File: config.mk
export PLATFORM = sky130hd
export DESIGN_NAME = mapper_irq_unit_flat
export DESIGN_NICKNAME = d
export VERILOG_FILES = /design/src/rtl/mapper_irq_unit_if.sv /design/src/rtl/mapper_irq_unit.sv /design/src/flat_wrapper.sv
export SDC_FILE = /design/constraint.sdc
export NUM_CORES = 1
export LEC_CHECK = 0
export ABC_AREA = 1
export CAP_MARGIN = 30
export CORE_MARGIN = 10
export CORE_UTILIZATION = 55
export DETAILED_ROUTE_END_ITERATION = 10
export GPL_ROUTABILITY_DRIVEN = 0
export PLACE_DENSITY = 0.75
export SLEW_MARGIN = 25
export SYNTH_ARGS = -nofsm -noshare
export SYNTH_HDL_FRONTEND = slang
export SYNTH_SLANG_ARGS = --single-unit
File: constraint.sdc
create_clock -name m2 -period 2.1 [get_ports m2]
set_clock_uncertainty 0.05 [all_clocks]
set_input_delay 0.63 -clock m2 [delete_from_list [all_inputs] [get_ports m2]]
set_output_delay 0.63 -clock m2 [all_outputs]
set_load 0.02 [all_outputs]
File: src/rtl/mapper_irq_unit_if.sv
// Register-write, ppu_a12 sample and irq/counter readback bundle between a mapper and mapper_irq_unit.
interface mapper_irq_unit_if #(
  parameter int CNT_WIDTH = 16
);
  logic                 reg_we;
  logic [2:0]           reg_sel;
  logic [7:0]           reg_data;
  logic                 ppu_a12;
  logic                 irq;
  logic [CNT_WIDTH-1:0] counter;

  modport master (
    output reg_we, reg_sel, reg_data, ppu_a12,
    input  irq, counter
  );

  modport slave (
    input  reg_we, reg_sel, reg_data, ppu_a12,
    output irq, counter
  );
endinterface

File: src/rtl/mapper_irq_unit.sv
// Shared mapper IRQ counter (A12 scanline / CPU cycle / VRC prescaled); irq is registered one m2 after its event, writes never stall.
// `MAPPER_IRQ_A12_FILTER_EN adds a minimum ppu_a12 low-run filter before a rise counts as a scanline event.
module mapper_irq_unit #(
  parameter int CNT_WIDTH  = 16,
  parameter int A12_FILTER = 3,
  parameter int PRESCALE   = 341
) (
  input  logic              m2,
  input  logic              reset,
  mapper_irq_unit_if.slave  bus
);

  typedef enum logic [1:0] {
    MODE_A12  = 2'b00,
    MODE_CPU  = 2'b01,
    MODE_VRC  = 2'b10,
    MODE_HOLD = 2'b11
  } mode_e;

  localparam logic [CNT_WIDTH-1:0] CNT_MAX  = {CNT_WIDTH{1'b1}};
  localparam logic [CNT_WIDTH-1:0] CNT_ZERO = {CNT_WIDTH{1'b0}};
  localparam logic [CNT_WIDTH-1:0] CNT_ONE  = {{(CNT_WIDTH-1){1'b0}}, 1'b1};
  localparam logic signed [9:0]    PRE_INIT = 10'(PRESCALE);

  logic [CNT_WIDTH-1:0] counter_q, counter_d;
  logic [CNT_WIDTH-1:0] latch_q, latch_d;
  logic [4:0]           ctrl_q, ctrl_d;
  logic                 reload_flag_q, reload_flag_d;
  logic                 irq_q, irq_d;
  logic signed [9:0]    prescaler_q, prescaler_d;
  logic                 a12_prev_q;

  logic                 a12_event;
  logic                 cnt_wr;
  logic                 count_upd;
  logic                 irq_set;
  logic [CNT_WIDTH-1:0] count_val;
  logic signed [9:0]    presc_sub;
  logic [15:0]          latch16;
  logic [15:0]          cnt16;
  mode_e                mode;

  assign mode = mode_e'(ctrl_q[2:1]);

`ifdef MAPPER_IRQ_A12_FILTER_EN
  localparam int              LW     = (A12_FILTER < 1) ? 1 : $clog2(A12_FILTER + 1);
  localparam logic [LW-1:0]   LC_MAX = LW'(A12_FILTER);
  localparam logic [LW-1:0]   LC_ONE = LW'(1);
  logic [LW-1:0] low_cnt_q, low_cnt_d;

  // Length of the current low run, saturating once it is long enough to qualify a rise.
  always_comb begin
    low_cnt_d = low_cnt_q;
    if (bus.ppu_a12) begin
      low_cnt_d = '0;
    end else if (low_cnt_q != LC_MAX) begin
      low_cnt_d = low_cnt_q + LC_ONE;
    end
  end

  always_ff @(posedge m2) begin
    if (reset) low_cnt_q <= '0;
    else       low_cnt_q <= low_cnt_d;
  end

  assign a12_event = bus.ppu_a12 && !a12_prev_q && (low_cnt_q >= LC_MAX);
`else
  assign a12_event = bus.ppu_a12 && !a12_prev_q;
`endif

  always_comb begin
    counter_d     = counter_q;
    latch_d       = latch_q;
    ctrl_d        = ctrl_q;
    reload_flag_d = reload_flag_q;
    irq_d         = irq_q;
    prescaler_d   = prescaler_q;
    count_upd     = 1'b0;
    irq_set       = 1'b0;
    count_val     = counter_q;
    presc_sub     = prescaler_q - 10'sd3;
    latch16       = 16'(latch_q);
    cnt16         = 16'(counter_q);
    cnt_wr        = bus.reg_we && (bus.reg_sel inside {3'd4, 3'd5, 3'd6});

    case (mode)
      MODE_A12: begin
        if (a12_event) begin
          count_upd = 1'b1;
          count_val = (counter_q == CNT_ZERO || reload_flag_q) ? latch_q : counter_q - CNT_ONE;
          irq_set   = (count_val == CNT_ZERO) && ctrl_q[0];
        end
      end
      MODE_CPU: begin
        if (ctrl_q[0]) begin
          count_upd = 1'b1;
          if (ctrl_q[4]) begin
            irq_set   = (counter_q == CNT_MAX);
            count_val = counter_q + CNT_ONE;
          end else begin
            irq_set   = (counter_q == CNT_ZERO);
            count_val = counter_q - CNT_ONE;
          end
          if (irq_set && ctrl_q[3]) count_val = latch_q;
        end
      end
      MODE_VRC: begin
        if (ctrl_q[0]) begin
          prescaler_d = presc_sub;
          if (presc_sub <= 10'sd0) begin
            prescaler_d = presc_sub + PRE_INIT;
            count_upd   = 1'b1;
            irq_set     = (counter_q == CNT_MAX);
            count_val   = irq_set ? latch_q : counter_q + CNT_ONE;
          end
        end
      end
      default: ;
    endcase

    // A same-cycle counter write discards the whole count, irq included.
    if (count_upd && !cnt_wr) begin
      counter_d = count_val;
      if (mode == MODE_A12) reload_flag_d = 1'b0;
    end

    if (bus.reg_we) begin
      case (bus.reg_sel)
        3'd0: begin
          latch16[7:0] = bus.reg_data;
          latch_d      = latch16[CNT_WIDTH-1:0];
        end
        3'd1: begin
          latch16[15:8] = bus.reg_data;
          latch_d       = latch16[CNT_WIDTH-1:0];
        end
        3'd2: begin
          ctrl_d      = bus.reg_data[4:0];
          prescaler_d = PRE_INIT;
          if (!bus.reg_data[0]) irq_d = 1'b0;
        end
        3'd3: begin
          irq_d = 1'b0;
          if (mode == MODE_VRC) ctrl_d[0] = ctrl_q[3];
        end
        3'd4: begin
          cnt16[7:0] = bus.reg_data;
          counter_d  = cnt16[CNT_WIDTH-1:0];
        end
        3'd5: begin
          cnt16[15:8] = bus.reg_data;
          counter_d   = cnt16[CNT_WIDTH-1:0];
        end
        3'd6: begin
          reload_flag_d = 1'b1;
          counter_d     = CNT_ZERO;
        end
        default: ;
      endcase
    end

    if (irq_set && !cnt_wr) irq_d = 1'b1;
  end

  always_ff @(posedge m2) begin
    if (reset) begin
      counter_q     <= CNT_ZERO;
      latch_q       <= CNT_ZERO;
      ctrl_q        <= 5'd0;
      reload_flag_q <= 1'b0;
      irq_q         <= 1'b0;
      prescaler_q   <= PRE_INIT;
      a12_prev_q    <= 1'b0;
    end else begin
      counter_q     <= counter_d;
      latch_q       <= latch_d;
      ctrl_q        <= ctrl_d;
      reload_flag_q <= reload_flag_d;
      irq_q         <= irq_d;
      prescaler_q   <= prescaler_d;
      a12_prev_q    <= bus.ppu_a12;
    end
  end

  assign bus.irq     = irq_q;
  assign bus.counter = counter_q;

endmodule

File: src/flat_wrapper.sv
// flat-port wrapper written by rule: the top's interface ports become plain ports
module mapper_irq_unit_flat 
#(
  parameter int CNT_WIDTH  = 16,
  parameter int A12_FILTER = 3,
  parameter int PRESCALE   = 341
)
  (m2, reset, bus_reg_we, bus_reg_sel, bus_reg_data, bus_ppu_a12, bus_irq, bus_counter);
  mapper_irq_unit_if #(.CNT_WIDTH(CNT_WIDTH)) bus_i ();
  input  logic m2;
  input  logic reset;
  input wire logic [$bits(bus_i.reg_we)-1:0] bus_reg_we;
  input wire logic [$bits(bus_i.reg_sel)-1:0] bus_reg_sel;
  input wire logic [$bits(bus_i.reg_data)-1:0] bus_reg_data;
  input wire logic [$bits(bus_i.ppu_a12)-1:0] bus_ppu_a12;
  output wire logic [$bits(bus_i.irq)-1:0] bus_irq;
  output wire logic [$bits(bus_i.counter)-1:0] bus_counter;
  assign bus_i.reg_we = bus_reg_we;
  assign bus_i.reg_sel = bus_reg_sel;
  assign bus_i.reg_data = bus_reg_data;
  assign bus_i.ppu_a12 = bus_ppu_a12;
  assign bus_irq = bus_i.irq;
  assign bus_counter = bus_i.counter;
  mapper_irq_unit #(.CNT_WIDTH(CNT_WIDTH), .A12_FILTER(A12_FILTER), .PRESCALE(PRESCALE)) u_core (.m2(m2), .reset(reset), .bus(bus_i));
endmodule
==> run summary <==
Nets@finish: 1034
I/O pin count: 32
Antenna violations before repair: 0
Vias per std cell: 6.03
Die height: 117 um
Max Cap Viol: 0
Slew HR: 73.2%
Tmin final: 2.18 ns
Clock Latency Late Sink: 0.31 ns
TritonCTS clock tree: built
Total wire length: 20700 um
Fillers: 772
Register bit total from synthesis: 50
H-tree Lvls: 2
Initial Utilization: 56.2%
I/O Buffers: 31
Startpoint type of the worst setup path: register
Outcome: complete, but fails checks
CTS clk-pin slew, worst paths: 0.09 ns
# hold bufs at CTS: 0
Drt drc: 0
Antenna Violating Nets Remaining: 0
Worst hold path class: register to register
Critical-path cell list: nor2_2 -> nand2_1 -> nor2_4 -> xor2_2 -> nand3_2 -> nand2_4 -> nand2_4 -> a21oi_4 -> buf_12 -> nand4_1 -> nand2_1 -> a21oi_2
Wirelength per Cell: 18.2 um
WS Path Type: register to register
Worst Path Required: 2.25 ns
Router iterations before antenna repair: 7
Critical Path Max Stage Delay: 0.38 ns
VDD IR-drop max: 0.000356 V
All-Layer GR Usage: 28.8%
Worst path arrival time: 2.32 ns
Setup slack, reg-to-reg: -0.08 ns
Core footprint: 9240 um^2
Vias after detailed routing: 6864
Leak Pwr: 3.06 nW
Final Hold Fails: 0
Yosys warnings: 0
Ant. Diodes: 0
Sequential fraction of the synthesis area: 19.3%
Vias in the first global route: 6200
Total grt overflow: 0
Final cycle utilization of the critical path: 104%
Worst path slowest cell: dfxtp_2
First-pass GRT wire length: 31300 um
Worst-Margin Slew: 0.401 ns
Row count: 35
HPWL Detailed: 14800 um
Failing checks: setup timing
Setup slack after layout: -0.0753 ns
Initial DRC count: 1307
Layout cell share with drive strength beyond 1: 23.7%
Syn Std Cell Area: 5200 um^2
Pwr Total: 3.40 mW
Max-slew violations: 0
Clock root cell: clkbuf_8
Fmax: 460 MHz
Mapped Nets: 932
Mapped Cells: 908
DIE WIDTH: 117 um
Num CTS Buffers: 5
Largest net degree at the start of global routing: 31
Avg Cell Area, Syn: 5.72 um^2
DP Worst Slack: -0.353 ns
RSZ-0062 raised after global routing: true
Final setup fails: 11
Worst Path Buf+Inv: 1
Area grow syn2layout: 29.8%
CP top delay family: simple AND/OR/NAND/NOR gates
Crit-path max FO: 7
Full die area: 13700 um^2
Pwr dens: 504 nW/um^2
Crit end category: register
Synth cell types: 38
Clk buf depth: 2
CTS sink cnt: 50
==> final timing paths <==
kind | startpoint | depth (start not counted) | end
min | u_core.bus.irq | 2 | u_core.bus.irq
max | u_core.prescaler_q[4] | 12 | u_core.bus.counter[11]
min reg2reg | u_core.bus.irq | 2 | u_core.bus.irq
max reg2reg | u_core.prescaler_q[4] | 12 | u_core.bus.counter[11]
==> tightest hold or removal path, stage by stage, from the launching register on <==
cell	delay [ns]
dfxtp_1	0.33
nand2_1	0.06
a21oi_1	0.05
==> power by group <==
group	total, mW	switching, mW	leakage, nW	internal, mW
combinational	1.57	0.964	2.59	0.610
sequential	1.08	0.0820	0.412	0.997
clock	0.745	0.363	0.0573	0.383
==> cells in the final DEF, fill, tap and decap left out, drive strengths merged, types with 4 or more instances in the layout <==
master and count:
nor2 79, nand4 16, buf 108, nand2 293, o21ai 106, ha 9
nand3 91, xor2 20, inv 79, dfxtp 50, dlygate4sd2 13, clkinv 4
a21oi 98, clkbuf 8, clkdlybuf4s50 16
==> kinds of logic after synthesis <==
family | after synthesis | share of synthesized area (%)
and+or+nand+nor | 483 | 40.8
AOI/OAI and AO/OA | 212 | 22.2
adders and majority gates | 9 | 2.17
xor gates and xnor gates | 23 | 3.88
buffers and inverters | 131 | 11.7
DFF | 50 | 19.3
==> state kept, by name, summed over array words and instances (netlist names) <==
signal / cells
u_core.bus.counter: 16
u_core.latch_q: 16
u_core.prescaler_q: 10
u_core.ctrl_q: 5
u_core.a12_prev_q: 1
u_core.bus.irq: 1
u_core.reload_flag_q: 1
==> timing repair <==
action                                 4_1_cts  5_1_grt
pin swaps                                    7       33
resized for setup                           47       78
endpoints found under the hold margin        0        0
cloned                                       1        3
setup endpoints to repair                   33       28
buffers inserted                             0       11
==> synth_stat cells <==
cell / count / area [um^2]
a21boi_0: 1 / 7.51
a21oi_1: 84 / 420
a21oi_2: 12 / 105
a21oi_4: 2 / 32.5
a22oi_1: 1 / 7.51
a31oi_1: 2 / 12.5
and3_1: 1 / 6.26
buf_2: 3 / 15.0
buf_4: 6 / 45.0
buf_6: 12 / 135
clkbuf_1: 25 / 93.8
clkbuf_2: 1 / 5.00
clkinv_1: 3 / 11.3
clkinv_2: 1 / 5.00
dfxtp_1: 50 / 1000
ha_1: 9 / 113
inv_1: 76 / 285
inv_2: 4 / 15.0
nand2_1: 275 / 1030
nand2_2: 14 / 87.6
nand2_4: 3 / 33.8
nand3_1: 89 / 445
nand3_2: 1 / 10.0
nand3_4: 1 / 17.5
nand4_1: 16 / 100
nor2_1: 60 / 225
nor2_2: 15 / 93.8
nor2_4: 4 / 45.0
nor3_1: 2 / 10.0
o211ai_1: 2 / 15.0
o21ai_0: 98 / 490
o21ai_1: 7 / 35.0
o21ai_2: 1 / 8.76
o21bai_2: 1 / 11.3
o22ai_1: 1 / 6.26
or2_2: 2 / 12.5
xnor2_1: 3 / 26.3
xor2_1: 20 / 175
==> layer usage <==
| layer | up-vias | wire length [um] | GRT usage [%] |
|---|---|---|---|
| met5 | - | 0 | 0 |
| met4 | 0 | 855 | 9.23 |
| met3 | 106 | 3280 | 9.48 |
| met2 | 553 | 8660 | 43.8 |
| met1 | 3027 | 7900 | 37.5 |
| li1 | 3178 | - | - |
==> through the flow <==
stage                     instance area, um^2  hold slack [ns]  std cells  util (%)  TNS (ns)
after floorplan                          5200            0.408        908         -         0
after global placement                   6140            0.419       1117      66.4     -3.71
after detailed placement                 6140            0.424       1117      66.4     -5.13
after CTS                                6370            0.440       1125      69.0         0
after global routing                     6750            0.468       1139      73.0     -2.11
final                                    6750            0.439       1139      73.0    -0.361
==> area by class of cell <==
class	instances	area (um^2)	area share (%)
Inverter	84	332	4.91
Tap cell	129	161	2.39
Timing Repair Buffer	141	1260	18.7
Multi-Input combinational cell	728	3850	57.1
Clock inverter	1	30.0	0.445
Sequential cell	50	1020	15.2
Clock buffer	6	82.6	1.22
(Power assumes the default switching activity.)
